===== src/rtl/simon_arb_pkg.sv =====
// Shared types and constants for the SIMON 96/144 core arbiter.
package simon_arb_pkg;
  localparam int SIMON96_N = 48;
  localparam int SIMON96_M = 3;
  localparam int ARB_R     = 2;

  typedef enum logic [2:0] {
    IDLE, GRANT, KEY_REQ, KEY_WAIT, DATA_REQ, DATA_WAIT, RESP
  } arb_state_t;
endpackage


===== src/rtl/simon_rr_pick.sv =====
// Two-way round-robin winner select; the pointer flips away from each accepted winner.
module simon_rr_pick (
  input  logic       clk,
  input  logic       nR,
  input  logic [1:0] i_valid,
  input  logic       i_accept,
  output logic       o_any,
  output logic       o_winner
);
  logic r_ptr;

  always_comb begin
    o_any    = |i_valid;
    o_winner = i_valid[r_ptr] ? r_ptr : ~r_ptr;
  end

  always_ff @(posedge clk) begin
    if (nR)            r_ptr <= 1'b0;
    else if (i_accept) r_ptr <= ~o_winner;
  end
endmodule


===== src/rtl/simon_core_arbiter.sv =====
// Shares one SIMON 96/144 core between two requesters, one block in flight,
// reloading the core key only when the granted requester's key is not already loaded.
module simon_core_arbiter
  import simon_arb_pkg::*;
#(
  parameter int N = SIMON96_N,
  parameter int M = SIMON96_M,
  parameter int R = ARB_R
) (
  input  logic                       clk,
  input  logic                       nR,
  input  logic [R-1:0]               req_valid,
  output logic [R-1:0]               req_ready,
  input  logic [R-1:0]               req_enc_dec,
  input  logic [R-1:0]               req_key_upd,
  input  logic [R-1:0][1:0][N-1:0]   req_data,
  input  logic [R-1:0][M-1:0][N-1:0] req_key,
  output logic [R-1:0]               rsp_valid,
  input  logic [R-1:0]               rsp_ready,
  output logic [1:0][N-1:0]          rsp_data,
  output logic                       core_newData,
  output logic                       core_newKey,
  output logic                       core_enc_dec,
  output logic                       core_readData,
  output logic [1:0][N-1:0]          core_inData,
  output logic [M-1:0][N-1:0]        core_key,
  input  logic                       core_loadData,
  input  logic                       core_loadKey,
  input  logic                       core_doneData,
  input  logic                       core_doneKey,
  input  logic [1:0][N-1:0]          core_outData,
  output logic                       owner,
  output logic                       busy
);
  arb_state_t            r_state;
  logic                  r_owner;
  logic [1:0][N-1:0]     r_data;
  logic [M-1:0][N-1:0]   r_key;
  logic                  r_enc;
  logic                  r_upd;
  logic                  r_key_owner;
  logic                  r_key_owner_vld;
  logic [R-1:0]          r_rsp_valid;
  logic [1:0][N-1:0]     r_rsp_data;

  logic w_any, w_winner, w_accept;

  assign w_accept = (r_state == IDLE) && w_any;

  simon_rr_pick u_pick (
    .clk      (clk),
    .nR       (nR),
    .i_valid  (req_valid),
    .i_accept (w_accept),
    .o_any    (w_any),
    .o_winner (w_winner)
  );

  always_comb begin
    req_ready = '0;
    if (w_accept) req_ready[w_winner] = 1'b1;
  end

  // Core pulses are one cycle long because each one coincides with leaving its state.
  assign core_newKey   = (r_state == KEY_REQ)  && core_loadKey;
  assign core_newData  = (r_state == DATA_REQ) && core_loadData;
  assign core_readData = (r_state == RESP)     && rsp_ready[r_owner];
  assign core_inData   = r_data;
  assign core_key      = r_key;
  assign core_enc_dec  = r_enc;
  assign rsp_valid     = r_rsp_valid;
  assign rsp_data      = r_rsp_data;
  assign owner         = r_owner;
  assign busy          = (r_state != IDLE);

  always_ff @(posedge clk) begin
    if (nR) begin
      r_state         <= IDLE;
      r_owner         <= 1'b0;
      r_data          <= '0;
      r_key           <= '0;
      r_enc           <= 1'b0;
      r_upd           <= 1'b0;
      r_key_owner     <= 1'b0;
      r_key_owner_vld <= 1'b0;
      r_rsp_valid     <= '0;
      r_rsp_data      <= '0;
    end else begin
      case (r_state)
        IDLE: if (w_any) begin
          r_owner <= w_winner;
          r_data  <= req_data[w_winner];
          r_key   <= req_key[w_winner];
          r_enc   <= req_enc_dec[w_winner];
          r_upd   <= req_key_upd[w_winner];
          r_state <= GRANT;
        end
        GRANT:
          r_state <= (!r_key_owner_vld || (r_key_owner != r_owner) || r_upd)
                     ? KEY_REQ : DATA_REQ;
        KEY_REQ: if (core_loadKey) r_state <= KEY_WAIT;
        KEY_WAIT: if (core_doneKey) begin
          r_key_owner     <= r_owner;
          r_key_owner_vld <= 1'b1;
          r_state         <= DATA_REQ;
        end
        DATA_REQ: if (core_loadData) r_state <= DATA_WAIT;
        DATA_WAIT: if (core_doneData) begin
          r_rsp_data           <= core_outData;
          r_rsp_valid[r_owner] <= 1'b1;
          r_state              <= RESP;
        end
        RESP: if (rsp_ready[r_owner]) begin
          r_rsp_valid <= '0;
          r_state     <= IDLE;
        end
        default: r_state <= IDLE;
      endcase
    end
  end
endmodule


===== config.mk =====
export PLATFORM = sky130hd
export DESIGN_NAME = simon_core_arbiter
export DESIGN_NICKNAME = d
export VERILOG_FILES = /design/src/rtl/simon_arb_pkg.sv /design/src/rtl/simon_rr_pick.sv /design/src/rtl/simon_core_arbiter.sv
export SDC_FILE = /design/constraint.sdc
export NUM_CORES = 1
export LEC_CHECK = 0
export ABC_AREA = 1
export BUFFER_PORTS_ARGS = -buffer_cell sky130_fd_sc_hd__buf_4
export CORE_AREA = 2 2 366 368
export CTS_CLUSTER_SIZE = 10
export DETAILED_ROUTE_END_ITERATION = 8
export DIE_AREA = 0 0 368 370
export GPL_TIMING_DRIVEN = 0
export SLEW_MARGIN = 20
export SYNTH_ARGS = -nofsm -noshare
export SYNTH_HDL_FRONTEND = slang
export SYNTH_SLANG_ARGS = --single-unit

===== constraint.sdc =====
create_clock -name clk -period 1.5 [get_ports clk]
set_input_delay 0.3 -clock clk [delete_from_list [all_inputs] [get_ports clk]]
set_output_delay 0.3 -clock clk [all_outputs]
set_load 0.02 [all_outputs]

==> results.json <==
{
  "top_layer_used": "met5",
  "p_per_area_nw_per_um2": 1569,
  "routed_wl_um": 128900,
  "synth_enable_flop_cells": 0,
  "min_path_type": "input port to register",
  "startpoint": "r_state[0]",
  "vias": 21530,
  "arrival_ns": 1.73,
  "dpl_worst_slack_ns": -1.711,
  "crit_required_ns": 1.20,
  "max-clock-path-buffers": 3,
  "drt_iter0_markers": 1622,
  "drive_above_1_share_pct": 42.70,
  "post_drt_wl_per_cell_um": 24.07,
  "status": "complete, but fails checks",
  "io_pins": 936,
  "grt_pass1_wl_um": 168900,
  "internal_power_mw": 31.75,
  "hp-start": "core_outData[45]",
  "area_growth_syn_to_layout_pct": 156.5,
  "clockPowerShare_pct": 20.7,
  "worst_setup_path_end_kind": "output port",
  "switching_share_pct": 41.98,
  "via_per_inst": 4.020,
  "fp.dieH_um": 370,
  "pwr-share-comb_pct": 54.9,
  "synth.net_count": 2433,
  "setup_viol": 348,
  "critical_path_class": "register to output port",
  "seq_area_um2": 7051,
  "netlist.area_leader.share_pct": 51.09,
  "clkTransAtPathRegs_ns": 0.06,
  "p_leak_nw": 14.60,
  "grt_max_degree": 13,
  "place_congestion": 0.9190,
  "drc": 0,
  "portBuffers": 935,
  "p_sw_mw": 22.97,
  "yosysWarnings": 0,
  "violations": "negative setup slack",
  "r2r-start": "r_state[0]",
  "dpl.hpwl_um": 93530,
  "core_um2": 132500,
  "wl_met1_um": 47370,
  "grt_usage_pct": 17.64,
  "cts_tree": "yes",
  "fp-row-count": 134,
  "rsz0062_at_grt": "true",
  "cts_made_buffers": 47,
  "slew_violations": 0,
  "synth_most_common_cell": "nand2_1",
  "hold_viol": 0,
  "synth_area_per_cell_um2": 7.378,
  "max_stage_delay_ns": 0.36,
  "fill_cells": 13880,
  "die_w_um": 368,
  "insertion_delay_ns": 0.62,
  "crit_chain": "nor2_4 -> nand3_4 -> a21oi_2 -> buf_6 -> buf_12 -> buf_8",
  "finalWorstSetupSlack_ns": -0.5319,
  "hold_slack_ns": 0.04653,
  "multi_input_area_um2": 6758,
  "finClkSkew_ns": 0.02811,
  "syn_inst": 1843,
  "critPathLaunchType": "register",
  "wl_met3_um": 15570,
  "ir_drop_mv": 0.8828,
  "synthFlopType": "dfxtp_1",
  "max_freq_mhz": 492.1,
  "yosys.cell_types.count": 18,
  "worst-path-max-fanout": 3,
  "worstMarginPinSlew_ns": 1.046,
  "met2_length_um": 60090,
  "synth_area_leaders": "dfxtp_1, nand2_1, a31oi_1, a21oi_1, o21ai_0",
  "grt.overflow.total": 0,
  "grt_pass1_vias": 22070,
  "synth_top_cell_by_area": "dfxtp_1",
  "synth.cell_area_um2": 13600,
  "cp_slowest_cell": "dfxtp_4",
  "antenna_found_initial": 20,
  "fin_crit_ns": 2.032,
  "drv_cap": 0,
  "die-area_um2": 136200,
  "htreeDepth": 2,
  "slew_headroom_pct": 30.29,
  "ys_seq_elements": 347,
  "cts_sinks": 347,
  "p_seq_share_pct": 24.4,
  "min_period_over_period_pct": 135.5,
  "final_antenna_net_count": 0,
  "root_buffer": "clkbuf_16",
  "synth_common_cells": "nand2_1, dfxtp_1, a31oi_1",
  "synth.yosys.seq_area_share_pct": 51.09,
  "dr.pass1.iters": 6,
  "start_util_pct": 10.27,
  "nets": 4133,
  "async_flop_share_pct": 0
}
repair_timing:
action,4_1_cts,5_1_grt
hold buffers,573,0
hold endpoints to repair,334,0
resized for setup,762,133
pin swaps,93,78
gates cloned,40,4
setup buffers,80,32
setup endpoints to repair,429,372
power by group through the flow:
stage | Sequential (mW) | Clock [mW] | Combinational (mW)
global placement | 13.1 | 0 | 19.4
global route | 13.5 | 11.9 | 31.6
floorplan | 15.4 | 0 | 6.01
detailed placement | 13.1 | 0 | 19.4
CTS | 13.2 | 11.5 | 28.6
finish | 13.4 | 11.3 | 30.1
per-layer routing:
layer / GRT usage [%] / vias up
li1: - / 9500
met1: 19.67 / 10330
met2: 29.21 / 1340
met3: 8.128 / 356
met4: 6.782 / 6
met5: 0 / -
worst max-delay path: cells and delay by family (launching register included):
family,cells,cell delay [ns]
compound gates,1,0.14
buf+inv,3,0.35
flops,1,0.36
simple gates,2,0.26
metrics by stage:
step | instance area [um2] | util (%) | cells | power [mW] | TNS [ns]
after global routing | 34850 | 26.31 | 5347 | 56.98 | -139.34
final | 34870 | 26.33 | 5355 | 54.72 | -110.06
after detailed placement | 22860 | 17.26 | 4547 | 32.56 | -343.91
after floorplan | 13600 | - | 1843 | 21.39 | 0
after global placement | 22830 | 17.24 | 4546 | 32.54 | -359.40
after CTS | 34150 | 25.78 | 5313 | 53.38 | -101.58
registers in the layout, indices dropped and copies added (netlist names):
name             cells
rsp_valid            2
r_key_owner_vld      1
rsp_data            96
owner                1
core_enc_dec         1
r_key_owner          1
r_upd                1
core_key           144
u_pick.r_ptr         1
r_state              3
core_inData         96
cells in the final DEF (no fill, tap or decap), types with 5 or more instances in the layout:
master           n
a31oi_1        227
clkbuf_1        43
dfxtp_1        294
dfxtp_2         38
clkbuf_8        14
a31oi_2          5
buf_4          918
o21ai_2         34
nor2_1          17
nand2_8          5
a21oi_1         73
buf_2            5
clkbuf_16       64
o21ai_0         15
nand2_4         32
buf_8           40
o21ai_1         29
clkbuf_2        14
clkinv_2         5
diode_2         18
buf_12          48
nand2_2         73
dlygate4sd3_1  573
o21ai_4         19
nand3_1         11
nand2_1        652
buf_16          25
a21oi_2         30
a31oi_4         10
dfxtp_4         15
buf_6          101
inv_1          109
final timing paths:
path	slack [ns]	cells past startpoint	end
hold / removal	0.05	3	rsp_data[45]
setup / recovery	-0.53	6	req_ready[1]
setup reg to reg	-0.51	12	core_key[87]
hold reg to reg	0.45	2	rsp_data[73]
logic make-up (layout without fill, tap and decap cells):
group | Yosys count | count (layout) | synth area share (%)
compound gates | 444 | 444 | 18.61
other cells | 0 | 18 | 0
simple gates | 798 | 798 | 22.36
buf+inv | 254 | 1980 | 7.942
flops | 347 | 347 | 51.09
final cells by class:
class,count,area share (%)
repair buffers,1656,44.00
flip-flops and latches,347,20.22
diodes,18,0.1292
clock buffers,60,3.627
inverters,114,1.241
plain buffers,135,4.524
clock inverters,15,0.5418
multi-input cells,1242,19.38
well taps,1768,6.344
(Power assumes the default switching activity.)
